File: src/rtl/decade_pkg.sv
// Shared definitions for the cascaded decade counter: controller state
// encoding, the largest legal BCD digit value and the digit increment helper.
package decade_pkg;

    typedef enum logic [1:0] {
        IDLE  = 2'd0,
        RUN   = 2'd1,
        PAUSE = 2'd2
    } state_e;

    localparam logic [3:0] DIGIT_MAX = 4'd9;

    // Next value of a single BCD digit; anything at or above 9 wraps to 0,
    // so a digit can never leave the 0..9 range.
    function automatic logic [3:0] digit_next(input logic [3:0] v);
        logic [3:0] r;
        if (v >= DIGIT_MAX) begin
            r = 4'd0;
        end else begin
            r = v + 4'd1;
        end
        return r;
    endfunction

endpackage

File: src/rtl/decade_digit.sv
// One BCD digit of the chain. Increments on en, clears on clr, and produces
// a carry when it is enabled while already at 9 (that carry enables the next
// more significant digit).
module decade_digit
    import decade_pkg::*;
(
    input  logic       clk,
    input  logic       rst_n,
    input  logic       clr,
    input  logic       en,
    output logic [3:0] value,
    output logic       carry
);

    logic [3:0] value_r;

    // Digit register: reset and clear dominate, otherwise step on enable.
    always_ff @(posedge clk) begin
        if (!rst_n) begin
            value_r <= 4'd0;
        end else if (clr) begin
            value_r <= 4'd0;
        end else if (en) begin
            value_r <= digit_next(value_r);
        end else begin
            value_r <= value_r;
        end
    end

    assign value = value_r;
    assign carry = en & (value_r == DIGIT_MAX);

endmodule

File: src/rtl/decade_chain_ctrl.sv
// Run/pause/clear controller driving a chain of BCD decade digits from a
// clock prescaler, with a lap snapshot register and a registered overflow
// pulse on full-chain wrap.
module decade_chain_ctrl
    import decade_pkg::*;
#(
    parameter int DIGITS   = 4,
    parameter int TICK_DIV = 10
) (
    input  logic                clk,
    input  logic                rst_n,
    input  logic                start,
    input  logic                stop,
    input  logic                clear,
    input  logic                lap,
    output logic [4*DIGITS-1:0] count,
    output logic [4*DIGITS-1:0] lap_count,
    output logic                running,
    output logic                overflow
);

    localparam logic [15:0] PRESC_LAST = 16'(TICK_DIV - 1);

    state_e              state_r;
    state_e              state_nxt_s;
    logic [15:0]         presc_r;
    logic [15:0]         presc_nxt_s;
    logic                tick_s;
    logic [DIGITS:0]     en_chain_s;
    logic [4*DIGITS-1:0] count_s;
    logic [4*DIGITS-1:0] lap_count_r;
    logic                running_r;
    logic                overflow_r;

    // The tick is only meaningful while running; pause freezes the prescaler.
    assign tick_s        = (state_r == RUN) && (presc_r == PRESC_LAST);
    assign en_chain_s[0] = tick_s;

    // Ripple of enables: digit g steps only when every lower digit is at 9.
    for (genvar g = 0; g < DIGITS; g++) begin : g_digit
        decade_digit u_digit (
            .clk   (clk),
            .rst_n (rst_n),
            .clr   (clear),
            .en    (en_chain_s[g]),
            .value (count_s[4*g +: 4]),
            .carry (en_chain_s[g+1])
        );
    end

    // Next-state logic: clear beats stop, stop beats start.
    always_comb begin
        state_nxt_s = state_r;
        if (clear) begin
            state_nxt_s = IDLE;
        end else begin
            case (state_r)
                IDLE: begin
                    if (start && !stop) begin
                        state_nxt_s = RUN;
                    end else begin
                        state_nxt_s = IDLE;
                    end
                end
                RUN: begin
                    if (stop) begin
                        state_nxt_s = PAUSE;
                    end else begin
                        state_nxt_s = RUN;
                    end
                end
                PAUSE: begin
                    if (start && !stop) begin
                        state_nxt_s = RUN;
                    end else begin
                        state_nxt_s = PAUSE;
                    end
                end
                default: begin
                    state_nxt_s = IDLE;
                end
            endcase
        end
    end

    // Prescaler: counts in RUN, holds in PAUSE, restarts from 0 on a fresh start.
    always_comb begin
        presc_nxt_s = presc_r;
        if (clear) begin
            presc_nxt_s = 16'd0;
        end else if (state_r == RUN) begin
            if (tick_s) begin
                presc_nxt_s = 16'd0;
            end else begin
                presc_nxt_s = presc_r + 16'd1;
            end
        end else if ((state_r == IDLE) && (state_nxt_s == RUN)) begin
            presc_nxt_s = 16'd0;
        end else begin
            presc_nxt_s = presc_r;
        end
    end

    // Control registers: state, prescaler, running flag and overflow pulse.
    always_ff @(posedge clk) begin
        if (!rst_n) begin
            state_r    <= IDLE;
            presc_r    <= 16'd0;
            running_r  <= 1'b0;
            overflow_r <= 1'b0;
        end else begin
            state_r    <= state_nxt_s;
            presc_r    <= presc_nxt_s;
            running_r  <= (state_nxt_s == RUN);
            overflow_r <= en_chain_s[DIGITS] & ~clear;
        end
    end

    // Lap snapshot takes the digits as they stand before this edge's update.
    always_ff @(posedge clk) begin
        if (!rst_n) begin
            lap_count_r <= '0;
        end else if (lap) begin
            lap_count_r <= count_s;
        end else begin
            lap_count_r <= lap_count_r;
        end
    end

    assign count     = count_s;
    assign lap_count = lap_count_r;
    assign running   = running_r;
    assign overflow  = overflow_r;

endmodule

File: config.mk
export PLATFORM = sky130hd
export DESIGN_NAME = decade_chain_ctrl
export DESIGN_NICKNAME = d
export VERILOG_FILES = /design/src/rtl/decade_pkg.sv /design/src/rtl/decade_digit.sv /design/src/rtl/decade_chain_ctrl.sv
export SDC_FILE = /design/constraint.sdc
export NUM_CORES = 1
export LEC_CHECK = 0
export CAP_MARGIN = 40
export CORE_AREA = 2 2 93 59
export CTS_BUF_LIST = sky130_fd_sc_hd__clkbuf_8
export DETAILED_ROUTE_END_ITERATION = 10
export DIE_AREA = 0 0 95 61
export DONT_BUFFER_PORTS = 1
export MAX_ROUTING_LAYER = met4
export PLACE_DENSITY = 0.7
export SYNTH_ARGS = -nofsm -noshare
export SYNTH_HDL_FRONTEND = slang
export SYNTH_HIERARCHICAL = 1
export SYNTH_SLANG_ARGS = --single-unit
export TNS_END_PERCENT = 30
File: constraint.sdc
create_clock -name clk -period 3.1 [get_ports clk]
set_input_delay 0.31 -clock clk [delete_from_list [all_inputs] [get_ports clk]]
set_output_delay 0.31 -clock clk [all_outputs]
set_load 0.05 [all_outputs]
* Word level (Yosys, flattened, before mapping)
Index checks and enable logic that the tools add are counted.
** Word-level totals
- Output and inout bits :: 34
- Word-level logic and storage cells :: 52
- Flip-flop bits (word level) :: 52
- Input port bits :: 6
** Cells by class
- Reduce and logical (&&, ||, !) cells :: 7
- Equal/unequal tests :: 8
- Add/sub/neg operators :: 5
- Order comparisons :: 4
- Bitwise operators :: 7
- Multiplexer cells :: 12
** Operator list (number)
- two-way mux 16 bit :: 3
- adder 16 x 1 -> 16 bit, second input constant :: 1
- adder 4 x 1 -> 4 bit, second input constant :: 4
- == test 16 x 4 -> 1 bit, second input constant :: 1
- == test 4 bit, second input constant :: 4
- >= comparator 4 bit, second input constant :: 4
- two-way mux 4 bit :: 4
- two-way mux 2 bit :: 3
- case mux 2 bit (3 select lines) :: 1
- bitwise AND 1 bit :: 5
- == test 2 x 1 -> 1 bit, second input constant :: 2
- logical AND 1 bit :: 3
- == test 2 bit, second input constant :: 1
- zero test 2 bit :: 1
- inverter 1 bit :: 2
- nonzero test 2 bit :: 1
- OR reduction 2 bit :: 1
- zero test 1 bit :: 1
- two-way mux 1 bit :: 1

* Logic depth before layout (Yosys ltp)
Gate-level depths: netlist of the first run.
- Depth in word-level cells :: 9
- Depth in mapped cells :: 15
- Gate-level depth less buffers :: 11

* Cells and area by module
Netlist of the first run, hierarchy kept.
** By module, submodules not included
- decade_chain_ctrl :: times used 1, cells each 179, sequential area each 720.7 µm², area an instance 1669.1 µm²
- decade_digit :: times used 4, cells each 29, sequential area each 80.1 µm², area an instance 249.0 µm²

* Worst setup path before layout of the first run
Ideal clock, no wire load.
- Kind :: register to register
- Start point :: register presc_r[0]
- End point :: register g_digit[3].u_digit.value_r[2]
- Library setup time :: 0.123 ns
- Arrival time :: 2.408 ns
- Cell stages (with the launch flop) :: 15
- Slack :: 0.569 ns
- Period minus slack after synthesis :: 2.531 ns
- Required time :: 2.977 ns
- Path buffers :: 4
- Cell sequence :: dfxtp_1 ha_1 nor4b_1 nand4_1 nor2_1 buf_4 and4_1 buf_4 and4_1 buf_4 and4_1 buf_4 o21ai_0 nand2_1 a21oi_1
** Between the ends
- Cells in the longest elaborated chain, start to end :: 5
** Ends and longest elaborated chain
- from (decl) :: RTL line decade_chain_ctrl.sv:26 : logic [15:0] presc_r;
- from (signal assigned) :: RTL line decade_chain_ctrl.sv:113 : presc_r <= presc_nxt_s;
- == test 16 x 4 -> 1 bit :: RTL line decade_chain_ctrl.sv:36 : assign tick_s = (state_r == RUN) && (presc_r == PRESC_LAST);
- logical AND 1 bit :: RTL line decade_chain_ctrl.sv:36
- net en_chain_s[0] :: RTL line decade_chain_ctrl.sv:29 : logic [DIGITS:0] en_chain_s;
- bitwise AND 1 bit :: RTL line decade_digit.sv:31 : assign carry = en & (value_r == DIGIT_MAX);
- net en_chain_s[1] :: RTL line decade_chain_ctrl.sv:29
- bitwise AND 1 bit :: RTL line decade_digit.sv:31
- net en_chain_s[2] :: RTL line decade_chain_ctrl.sv:29
- bitwise AND 1 bit :: RTL line decade_digit.sv:31
- net en_chain_s[3] :: RTL line decade_chain_ctrl.sv:29
- to (signal assigned) :: RTL line decade_digit.sv:24 : value_r <= digit_next(value_r);
- to (signal assigned) :: RTL line decade_digit.sv:26 : value_r <= value_r;
- to (decl) :: RTL line decade_digit.sv:15 : logic [3:0] value_r;
The timed path passes the listed nets, and every way through them passes these cells.
A chain may end at the register's enable or synchronous reset.

* Worst setup path after layout of the first run
- Start point :: register presc_r[0]
- End point :: register overflow_r, in the netlist overflow
** Between the ends
- Cells in the longest elaborated chain, start to end :: 7
** Ends and longest elaborated chain
- == test 16 x 4 -> 1 bit :: RTL line decade_chain_ctrl.sv:36
- logical AND 1 bit :: RTL line decade_chain_ctrl.sv:36
- net en_chain_s[0] :: RTL line decade_chain_ctrl.sv:29
- bitwise AND 1 bit :: RTL line decade_digit.sv:31
- net en_chain_s[1] :: RTL line decade_chain_ctrl.sv:29
- bitwise AND 1 bit :: RTL line decade_digit.sv:31
- net en_chain_s[2] :: RTL line decade_chain_ctrl.sv:29
- bitwise AND 1 bit :: RTL line decade_digit.sv:31
- net en_chain_s[3] :: RTL line decade_chain_ctrl.sv:29
- bitwise AND 1 bit :: RTL line decade_digit.sv:31
- net en_chain_s[4] :: RTL line decade_chain_ctrl.sv:29
- bitwise AND 1 bit :: RTL line decade_chain_ctrl.sv:115 : overflow_r <= en_chain_s[DIGITS] & ~clear;
- to (signal assigned) :: RTL line decade_chain_ctrl.sv:115
- to (decl) :: RTL line decade_chain_ctrl.sv:33 : logic overflow_r;
The timed path passes the listed nets, and every way through them passes these cells.

==> reports/qor.json, run 1 <==
{
  "run_status": {
    "outcome": "complete, no violations"
  },
  "critical_path": {
    "worst_r2r_endpoint": "overflow$_SDFF_PN0_",
    "worst_setup_path_end_kind": "register",
    "start_kind": "register",
    "rrSetupSlack_ns": 0.27,
    "critical_path_class": "reg2reg",
    "ff2ff_path_depth": 9,
    "rr_startpoint": "presc_r[0]$_SDFFE_PP0P_",
    "path_max_fanout": 9,
    "timing.critical_path.required_ns": 3.36,
    "cp_data_arrival_time_ns": 3.09
  },
  "placed_design": {
    "gp_congestion": 0.854,
    "dpl-instance-area_um2": 2730,
    "detailed_place_hpwl_um": 4160,
    "portBuffers": 0
  },
  "worst_hold_path": {
    "min_from": "stop",
    "hold-path-cell-count": 1,
    "hold_crit_path_type": "in2reg",
    "hold_path_end": "state_r[0]$_SDFF_PN0_"
  },
  "layout": {
    "final_net_count": 320,
    "layout.cells.most_common": "sky130_fd_sc_hd__dfxtp_1",
    "diodes": 0,
    "area_growth_pct": 6.76,
    "final_cell_area_excluding_filler_cells_um2": 2850,
    "drive_gt1_frac": 0.103,
    "layout.cells.most_common_list": "52 x sky130_fd_sc_hd__dfxtp_1, 24 x sky130_fd_sc_hd__a21oi_1, 22 x sky130_fd_sc_hd__inv_1, 18 x sky130_fd_sc_hd__nor2b_1"
  },
  "logic_synthesis": {
    "synth-edff-count": 0,
    "mapped_cell_area_um2": 2670,
    "ranking_of_synthesized_cells_by_area": "sky130_fd_sc_hd__dfxtp_1 39%, sky130_fd_sc_hd__ha_1 6.6%, sky130_fd_sc_hd__mux2i_1 6.0%",
    "synth_top_area_cell": "sky130_fd_sc_hd__dfxtp_1",
    "synth.lib_cells_used.distinct": 46,
    "yosys_warnings": 6,
    "postSynthNetCount": 315,
    "top_flip_flop_cell_by_instance_count_after_synthesis": "sky130_fd_sc_hd__dfxtp_1",
    "synth_sequential_area_ratio": 0.391,
    "synth_largest_type_area_fraction": 0.391,
    "syn_inst": 295,
    "synth-seq-cells": 52,
    "async_flop_share": 0,
    "syn_avg_cell_area_um2": 9.03
  },
  "pwr": {
    "share_clk_of_total_power": 0.400,
    "p_leak_nw": 0.970,
    "power.share.sequential": 0.573,
    "netSwitchingFraction": 0.212,
    "p_total_mw": 1.17,
    "cellPowerDensity_nw_per_um2": 411,
    "combinationalPowerShare": 0.027,
    "power.ir.vdd_worst_mv": 0.226,
    "net-switching-power_uw": 248,
    "p_int_uw": 922
  },
  "clock_tree": {
    "cts.clk_slew.worst_paths_ns": 0.10,
    "post_cts_setup_buffer_count": 0,
    "cts_tree": "built",
    "cells_resized_by_post_cts_repair": 0,
    "number_of_buffers_inserted_by_hold_repair_at_cts": 0,
    "cts_sinks": 52,
    "clockRootBuffer": "sky130_fd_sc_hd__clkbuf_8",
    "clock_buffer_count_from_cts": 5,
    "htree_levels": 2,
    "worstSkewPairLatency_ns": 0.31,
    "cts_buffer_depth": 2
  },
  "sta": {
    "final_slew_viol_count": 0,
    "fin_crit_ns": 2.83,
    "holdWs_ns": 0.0763,
    "worst_slew_pin_slew_ns": 0.697,
    "tns_ns": 0,
    "finalHoldViolCount": 0,
    "worst_case_headroom_to_the_max_slew_limit": 0.531,
    "finClkSkew_ns": 0.0104,
    "setup_viol_count_final": 0,
    "max_clock_freq_mhz": 354,
    "grt_setup_unrepaired": "no",
    "final.period_utilization": 0.912
  },
  "run": {
    "cap_viol_max_count": 0
  },
  "global_route": {
    "antenna_found_initial": 0,
    "grt_first_pass_wirelength_um": 9180,
    "grt_max_degree": 23,
    "grt_pass1_vias": 1907,
    "gr-total-overflow": 0,
    "globalRouteTotalUtil": 0.214
  },
  "routing": {
    "routed_wirelength_um": 5780,
    "detailedRoute.firstPassIterationCount": 4,
    "remaining_drc_errors": 0,
    "dr_total_vias": 2117,
    "number_of_violations_reported_at_the_end_of_detailed_routing_iteration_0": 147,
    "post_drt_wl_per_cell_um": 15.7,
    "drt-vias-per-instance": 5.77,
    "drtAntennaViolNets": 0
  },
  "die": {
    "die_w_um": 95,
    "dieHeight_um": 61,
    "boundaryPins": 40,
    "die-area_um2": 5800,
    "core-area_um2": 4930,
    "std_cell_rows": 20,
    "start_util": 0.541
  }
}
-- layout make-up --
class / count / area, um^2
Tap cell: 66 / 82.6
Multi-Input combinational cell: 208 / 1450
Clock inverter: 3 / 42.5
Inverter: 22 / 82.6
Sequential cell: 52 / 1040
Timing Repair Buffer: 11 / 82.6
Fill cell: 439 / 2080
Clock buffer: 5 / 68.8
-- flip-flops by register name (all words and copies together) (netlist names) --
signal                 cells
g_digit.u_digit/value     16
overflow                   1
running                    1
presc_r                   16
lap_count                 16
state_r                    2
-- per-layer routing --
metal  part of all wire  track usage  vias to the layer above  wire, um
li1                   -            -                     1055         -
met1               0.53        0.310                     1000      3060
met2               0.41        0.297                       57      2370
met3              0.054       0.0472                        5       314
met4             0.0057       0.0580                        0        33
met5                  0            -                        -         0
-- cell usage after synthesis, types with 8 or more instances --
| cell | instances |
|---|---|
| sky130_fd_sc_hd__nor2b_1 | 18 |
| sky130_fd_sc_hd__dfxtp_1 | 52 |
| sky130_fd_sc_hd__o21ai_0 | 11 |
| sky130_fd_sc_hd__a21oi_1 | 24 |
| sky130_fd_sc_hd__inv_1 | 22 |
| sky130_fd_sc_hd__nand3_1 | 8 |
| sky130_fd_sc_hd__nor2_1 | 11 |
| sky130_fd_sc_hd__o211ai_1 | 8 |
| sky130_fd_sc_hd__mux2i_1 | 16 |
| sky130_fd_sc_hd__nand2b_1 | 14 |
| sky130_fd_sc_hd__nand2_1 | 16 |
| sky130_fd_sc_hd__ha_1 | 14 |
| sky130_fd_sc_hd__nor3_1 | 9 |
-- cell families after synthesis --
kind of cell,after synthesis,synth area share
simple gates,112,0.263
xor+xnor,1,0.00329
mux,16,0.0601
fa+ha+maj,14,0.0657
buf+inv,35,0.0671
compound gates,65,0.150
flops,52,0.391
-- worst max-delay path by stage --
stage / start / endpoint / cells past startpoint
final: presc_r[0]$_SDFFE_PP0P_ / overflow$_SDFF_PN0_ / 9
after detailed placement: presc_r[0]$_SDFFE_PP0P_ / overflow$_SDFF_PN0_ / 9
after global routing: presc_r[0]$_SDFFE_PP0P_ / overflow$_SDFF_PN0_ / 9
after CTS: presc_r[0]$_SDFFE_PP0P_ / overflow$_SDFF_PN0_ / 9
after floorplan: presc_r[0]$_SDFFE_PP0P_ / g_digit[3].u_digit/value[2]$_SDFFE_PP0P_ / 14
after global placement: presc_r[0]$_SDFFE_PP0P_ / g_digit[3].u_digit/value[2]$_SDFFE_PP0P_ / 10
-- power by group through the flow --
stage / Sequential, mW / Clock (mW) / Combinational (mW)
after floorplan: 0.686 / 0 / 0.0332
after global placement: 0.686 / 0 / 0.0315
after detailed placement: 0.686 / 0 / 0.0313
after CTS: 0.671 / 0.486 / 0.0318
after global routing: 0.671 / 0.512 / 0.0345
final: 0.671 / 0.468 / 0.0322
-- critical path: stages, from the launching register on --
cell,delay [ns]
sky130_fd_sc_hd__dfxtp_1,0.43
sky130_fd_sc_hd__ha_1,0.18
sky130_fd_sc_hd__nor4b_1,0.32
sky130_fd_sc_hd__nand4_1,0.27
sky130_fd_sc_hd__nor2_1,0.23
sky130_fd_sc_hd__and4_1,0.26
sky130_fd_sc_hd__and4_1,0.34
sky130_fd_sc_hd__and4_1,0.39
sky130_fd_sc_hd__and4_1,0.26
sky130_fd_sc_hd__and2_1,0.12
-- metrics by stage --
step                cells  worst slack [ns]   util
finish                367             0.272  0.577
global route          367           0.00523  0.577
CTS                   367             0.325  0.577
detailed placement    359             0.368  0.555
global placement      359             0.531  0.555
floorplan             295             0.569      -
Note: power is estimated with default switching activity, not from simulation.
==> run 2, diff against run 1 <==
==> constraint.sdc (replaced) <==
create_clock -name clk -period 3.1 [get_ports clk]
set_input_delay 0.155 -clock clk [delete_from_list [all_inputs] [get_ports clk]]
set_output_delay 0.155 -clock clk [all_outputs]
set_load 0.05 [all_outputs]
==> run 2 against run 1 <==
Compared with the run above: clock power barely moved; die area unchanged; hold slack worse by 0.049 ns; first-iteration DRC count grew 34%; core utilization rose by 0.61 points; sequential power about the same; clock-buffer cell count stayed put; global-route usage rose by 0.45 points; sequential share of layout area decreased by 0.38 points; register-to-register slack improved by 0.03 ns; highest routed layer unchanged.
==> reports/qor.json, run 2 (synthesis gave the netlist of run 1 again) <==
{
  "global_route": {
    "grt_max_degree": 17,
    "grt_first_pass_wirelength_um": 9330,
    "gr-total-overflow": 0,
    "grt_pass1_vias": 1919,
    "globalRouteTotalUtil": 0.218,
    "antenna_found_initial": 0
  },
  "die": {
    "die_w_um": 95,
    "die-area_um2": 5800,
    "boundaryPins": 40,
    "start_util": 0.541,
    "core-area_um2": 4930,
    "dieHeight_um": 61,
    "std_cell_rows": 20
  },
  "routing": {
    "number_of_violations_reported_at_the_end_of_detailed_routing_iteration_0": 197,
    "drtAntennaViolNets": 0,
    "drt-vias-per-instance": 5.76,
    "remaining_drc_errors": 0,
    "post_drt_wl_per_cell_um": 15.8,
    "detailedRoute.firstPassIterationCount": 5,
    "routed_wirelength_um": 5860,
    "dr_total_vias": 2133
  },
  "clock_tree": {
    "clock_buffer_count_from_cts": 5,
    "worstSkewPairLatency_ns": 0.30,
    "cts_sinks": 52,
    "cts_tree": "built",
    "cts.clk_slew.worst_paths_ns": 0.10,
    "clockRootBuffer": "sky130_fd_sc_hd__clkbuf_8",
    "cts_buffer_depth": 2,
    "htree_levels": 2
  },
  "critical_path": {
    "rr_startpoint": "presc_r[0]$_SDFFE_PP0P_",
    "start_kind": "register",
    "cp_slowest_stage_delay_ns": 0.43,
    "path_max_fanout": 9,
    "timing.critical_path.cells": "ha_1 > nor4b_1 > nand4_1 > nor2_1 > and4_1 > and4_1 > and4_1 > and4_1 > and2_1",
    "critical_path.startpoint": "presc_r[0]$_SDFFE_PP0P_",
    "worst_setup_path_end_kind": "register",
    "cp_data_arrival_time_ns": 3.06,
    "crit_path_top_delay_cell": "sky130_fd_sc_hd__dfxtp_1",
    "timing.critical_path.required_ns": 3.36,
    "critical_path_class": "reg2reg",
    "timing.critical_path.mode_cell": "sky130_fd_sc_hd__and4_1"
  },
  "sta": {
    "holdWs_ns": 0.0274,
    "finClkSkew_ns": 0.0105,
    "finalHoldViolCount": 0,
    "worst_case_headroom_to_the_max_slew_limit": 0.513,
    "layout_setup_ws_ns": 0.297,
    "max_clock_freq_mhz": 357,
    "grt_setup_unrepaired": "no",
    "fin_crit_ns": 2.80,
    "tns_ns": 0,
    "final_slew_viol_count": 0,
    "worst_slew_pin_slew_ns": 0.723,
    "final.period_utilization": 0.904,
    "setup_viol_count_final": 0
  },
  "placed_design": {
    "dpl-instance-area_um2": 2730,
    "gp_congestion": 0.854,
    "detailed_place_hpwl_um": 4160,
    "place_ws_ns": 0.368,
    "portBuffers": 0
  },
  "layout": {
    "final_cell_area_excluding_filler_cells_um2": 2880,
    "area_growth_pct": 7.89,
    "drive_gt1_frac": 0.102,
    "layout.cells.most_common_list": "52 x sky130_fd_sc_hd__dfxtp_1, 24 x sky130_fd_sc_hd__a21oi_1, 22 x sky130_fd_sc_hd__inv_1, 18 x sky130_fd_sc_hd__nor2b_1",
    "diodes": 0,
    "fin_util": 0.583,
    "final_net_count": 323,
    "layout.cells.most_common": "sky130_fd_sc_hd__dfxtp_1",
    "num-fill-cells": 435
  },
  "run": {
    "cap_viol_max_count": 0
  },
  "pwr": {
    "p_leak_nw": 0.982,
    "cellPowerDensity_nw_per_um2": 408,
    "power.ir.vdd_worst_mv": 0.226
  },
  "worst_hold_path": {
    "min_from": "lap",
    "hold_crit_path_type": "in2reg"
  },
  "run_status": {
    "outcome": "complete, no violations"
  }
}
## run 2: cell count changes in the layout (fill, tap and decap cells not counted)
cell / previous run / this run
sky130_fd_sc_hd__dlygate4sd3_1: 0 / 3
## run 2: report_power, final
| part | switching (mW) | internal (mW) | leakage (nW) | total, mW |
|---|---|---|---|---|
| Combinational | 0.0214 | 0.0168 | 0.509 | 0.0383 |
| Sequential | 0.00215 | 0.668 | 0.419 | 0.671 |
| Clock | 0.226 | 0.239 | 0.0541 | 0.465 |
| Total | 0.249 | 0.924 | 0.982 | 1.17 |
## run 2: routing by layer
| layer | share of wire | global-route usage | vias to the layer above | wire length (um) |
|---|---|---|---|---|
| li1 | - | - | 1060 | - |
| met1 | 0.51 | 0.317 | 985 | 3010 |
| met2 | 0.40 | 0.299 | 81 | 2370 |
| met3 | 0.076 | 0.0522 | 7 | 445 |
| met4 | 0.0075 | 0.0580 | 0 | 44 |
| met5 | 0 | - | - | 0 |
## run 2: critical path: cells and delay by family, from the launching register on
family	cells	cell delay, ns
adders and majority gates	1	0.18
and+or+nand+nor	8	2.16
DFF	1	0.43
## run 2: timing repair
action | CTS | global route
endpoints found under the hold margin | 18 | 1
gates resized for setup | 0 | 0
buffers inserted | 0 | 0
hold buffers | 2 | 1
## run 2: worst paths after layout
kind / end / slack, ns / cells past startpoint
setup reg to reg: overflow$_SDFF_PN0_ / 0.30 / 9
setup / recovery: overflow$_SDFF_PN0_ / 0.30 / 9
hold reg to reg: presc_r[15]$_SDFFE_PP0P_ / 0.49 / 2
hold / removal: lap_count[11]$_SDFFE_PN0P_ / 0.03 / 2
## run 2: stage by stage
stage                     cells  power, mW
after global routing        370       1.22
final                       370       1.17
after detailed placement    359      0.717
after global placement      359      0.718
after CTS                   369       1.19
after floorplan             295      0.719
## run 2: final cells by class
type,count,area (um^2),share of cell area
Multi-Input combinational cell,208,1450,0.503
Inverter,22,82.6,0.0287
Clock inverter,3,42.5,0.0148
Sequential cell,52,1040,0.362
Clock buffer,5,68.8,0.0239
Tap cell,66,82.6,0.0287
Timing Repair Buffer,14,113,0.0392
==> run 3, diff against run 2 <==
--- a/config.mk
+++ b/config.mk
@@ -5,14 +5,15 @@
 export SDC_FILE = /design/constraint.sdc
 export NUM_CORES = 1
 export LEC_CHECK = 0
+export ABC_AREA = 1
 export CAP_MARGIN = 40
-export CORE_AREA = 2 2 93 59
+export CORE_AREA = 2 2 97 62
 export CTS_BUF_LIST = sky130_fd_sc_hd__clkbuf_8
 export DETAILED_ROUTE_END_ITERATION = 10
-export DIE_AREA = 0 0 95 61
+export DIE_AREA = 0 0 99 64
 export DONT_BUFFER_PORTS = 1
 export MAX_ROUTING_LAYER = met4
-export PLACE_DENSITY = 0.7
+export PLACE_DENSITY = 0.69
 export SYNTH_ARGS = -nofsm -noshare
 export SYNTH_HDL_FRONTEND = slang
 export SYNTH_HIERARCHICAL = 1
==> run 3 against run 2 <==
Compared with the run above: die area is 9.3% higher; global-route usage increased by 3.7 points; clock skew barely moved; sequential share of layout area fell by 4.5 points; fmax decreased by 2.7%; critical path depth up 5; synthesized cell count increased by 48%; setup slack worse by 0.079 ns; combinational power up 34%; register-to-register slack worse by 0.08 ns; highest routed layer unchanged.
==> reports/qor.json, run 3 <==
{
  "clock_tree": {
    "htree_levels": 2,
    "clock_buffer_count_from_cts": 5,
    "cts_tree": "built",
    "cts_sinks": 52,
    "worstSkewPairLatency_ns": 0.31,
    "cts.clk_slew.worst_paths_ns": 0.10,
    "cts_buffer_depth": 2,
    "clockRootBuffer": "sky130_fd_sc_hd__clkbuf_8"
  },
  "routing": {
    "remaining_drc_errors": 0,
    "met1Wirelength_um": 4000,
    "top_layer_used": "met4",
    "drt-vias-per-instance": 5.37,
    "detailedRoute.firstPassIterationCount": 5,
    "routed_wirelength_um": 7440,
    "drtAntennaViolNets": 0,
    "dr_total_vias": 2835,
    "number_of_violations_reported_at_the_end_of_detailed_routing_iteration_0": 257,
    "met2_wire_len_um": 2940,
    "post_drt_wl_per_cell_um": 14.1,
    "met3WireLength_um": 439
  },
  "sta": {
    "final.period_utilization": 0.930,
    "fin_crit_ns": 2.88,
    "final_slew_viol_count": 0,
    "grt_setup_unrepaired": "no",
    "layout_setup_ws_ns": 0.218,
    "finalHoldViolCount": 0,
    "worst_slew_pin_slew_ns": 0.686,
    "setup_viol_count_final": 0,
    "holdWs_ns": 0.0116,
    "finClkSkew_ns": 0.0109,
    "worst_case_headroom_to_the_max_slew_limit": 0.542,
    "tns_ns": 0,
    "max_clock_freq_mhz": 347
  },
  "logic_synthesis": {
    "synth-seq-cells": 52,
    "syn_inst": 437,
    "synth.lib_cells_used.distinct": 29,
    "synth_top_area_cell": "sky130_fd_sc_hd__dfxtp_1",
    "mapped_cell_area_um2": 2910,
    "synth-edff-count": 0,
    "synth_largest_type_area_fraction": 0.358,
    "post-synth-top-count-cell": "sky130_fd_sc_hd__inv_1",
    "async_flop_share": 0,
    "syn_avg_cell_area_um2": 6.66,
    "post_synth_most_frequent_cells": "77 x sky130_fd_sc_hd__inv_1, 71 x sky130_fd_sc_hd__nor2_1, 68 x sky130_fd_sc_hd__nand2_1",
    "synth_sequential_area_ratio": 0.358,
    "top_flip_flop_cell_by_instance_count_after_synthesis": "sky130_fd_sc_hd__dfxtp_1",
    "yosys_warnings": 6,
    "postSynthNetCount": 457,
    "ranking_of_synthesized_cells_by_area": "sky130_fd_sc_hd__dfxtp_1 36%, sky130_fd_sc_hd__nand3_1 10%, sky130_fd_sc_hd__inv_1 9.9%"
  },
  "die": {
    "dieHeight_um": 64,
    "core-area_um2": 5390,
    "start_util": 0.540,
    "die_w_um": 99,
    "std_cell_rows": 21,
    "boundaryPins": 40,
    "die-area_um2": 6340
  },
  "critical_path": {
    "crit_path_top_delay_cell": "sky130_fd_sc_hd__dfxtp_1",
    "critical_path_class": "reg2reg",
    "worst-path-buf-inv": 6,
    "rr_startpoint": "presc_r[3]$_SDFFE_PP0P_",
    "critical_path.top_delay_family": "simple AND/OR/NAND/NOR gates",
    "worst_setup_path_end_kind": "register",
    "path_max_fanout": 4,
    "timing.critical_path.cells": "inv_1 > nor4_1 > nand2_1 > nor3b_2 > inv_1 > nor4_4 > inv_1 > nor4_4 > inv_1 > nor4_4 > inv_1 > nor4_2 > inv_1 > nor2_1",
    "timing.critical_path.required_ns": 3.33,
    "cp_slowest_stage_delay_ns": 0.34,
    "cp_data_arrival_time_ns": 3.11,
    "critical_path.startpoint": "presc_r[3]$_SDFFE_PP0P_",
    "timing.critical_path.mode_cell": "sky130_fd_sc_hd__inv_1",
    "start_kind": "register"
  },
  "layout": {
    "fin_util": 0.610,
    "area_growth_pct": 12.9,
    "layout.cells.most_common": "sky130_fd_sc_hd__inv_1",
    "drive_gt1_frac": 0.115,
    "layout.cells.most_common_list": "78 x sky130_fd_sc_hd__inv_1, 71 x sky130_fd_sc_hd__nor2_1, 68 x sky130_fd_sc_hd__nand2_1, 60 x sky130_fd_sc_hd__nand3_1, 52 x sky130_fd_sc_hd__dfxtp_1",
    "diodes": 0,
    "final_net_count": 478
  },
  "worst_hold_path": {
    "hold_crit_path_type": "in2reg",
    "min_from": "lap"
  },
  "placed_design": {
    "portBuffers": 0,
    "place_ws_ns": 0.112,
    "gp_congestion": 0.935,
    "detailed_place_hpwl_um": 5360
  },
  "global_route": {
    "grt_first_pass_wirelength_um": 12600,
    "antenna_found_initial": 0,
    "grt_pass1_vias": 2560,
    "gr-total-overflow": 0,
    "globalRouteTotalUtil": 0.255,
    "grt_max_degree": 18
  },
  "run": {
    "cap_viol_max_count": 0
  },
  "pwr": {
    "p_total_mw": 1.17,
    "p_leak_nw": 1.53,
    "power.ir.vdd_worst_mv": 0.204,
    "cellPowerDensity_nw_per_um2": 358
  },
  "run_status": {
    "outcome": "complete, no violations"
  }
}
run 3: metal layers:
| metal | vias to the layer above | GRT usage |
|---|---|---|
| li1 | 1435 | - |
| met5 | - | - |
| met1 | 1305 | 0.388 |
| met3 | 4 | 0.0492 |
| met4 | 0 | 0.0702 |
| met2 | 91 | 0.340 |
run 3: where the power goes:
group          switching [mW]  leakage [nW]  internal (mW)  total [mW]
Combinational          0.0358          1.06         0.0157      0.0515
Sequential             0.0440         0.422          0.678       0.722
Clock                   0.221        0.0486          0.179       0.400
run 3: timing repair:
item,in CTS,in global routing
buffers inserted,0,1
gates resized for setup,0,3
endpoints found under the setup margin,0,5
hold buffers,2,0
hold endpoints to repair,18,0
run 3: cell families after synthesis:
group / count (synthesis) / synth area share
XOR/XNOR: 2 / 0.00602
flip-flops: 52 / 0.358
AO/OA/AOI/OAI: 45 / 0.0800
buffers and inverters: 89 / 0.119
adder cells (fa/ha/maj): 14 / 0.0602
AND/OR/NAND/NOR: 235 / 0.377
run 3: final timing paths:
kind / cells after the start / slack, ns / end
hold / removal: 2 / 0.01 / lap_count[1]$_SDFFE_PN0P_
hold reg to reg: 2 / 0.54 / presc_r[12]$_SDFFE_PP0P_
setup reg to reg: 14 / 0.22 / overflow$_SDFF_PN0_
setup / recovery: 14 / 0.22 / overflow$_SDFF_PN0_
run 3: layout make-up:
| class | count | area, um^2 |
|---|---|---|
| fillers | 503 | 2100 |
| multi-input cells | 296 | 1580 |
| inverters | 80 | 300 |
| repair buffers | 23 | 178 |
| well taps | 69 | 86.3 |
| flip-flops and latches | 52 | 1040 |
| clock buffers | 6 | 82.6 |
| clock inverters | 2 | 11.3 |
run 3: stage by stage:
step | instances | area [um^2]
floorplan | 437 | 2950
global placement | 517 | 3140
detailed placement | 517 | 3140
CTS | 527 | 3250
global route | 528 | 3280
finish | 528 | 3280
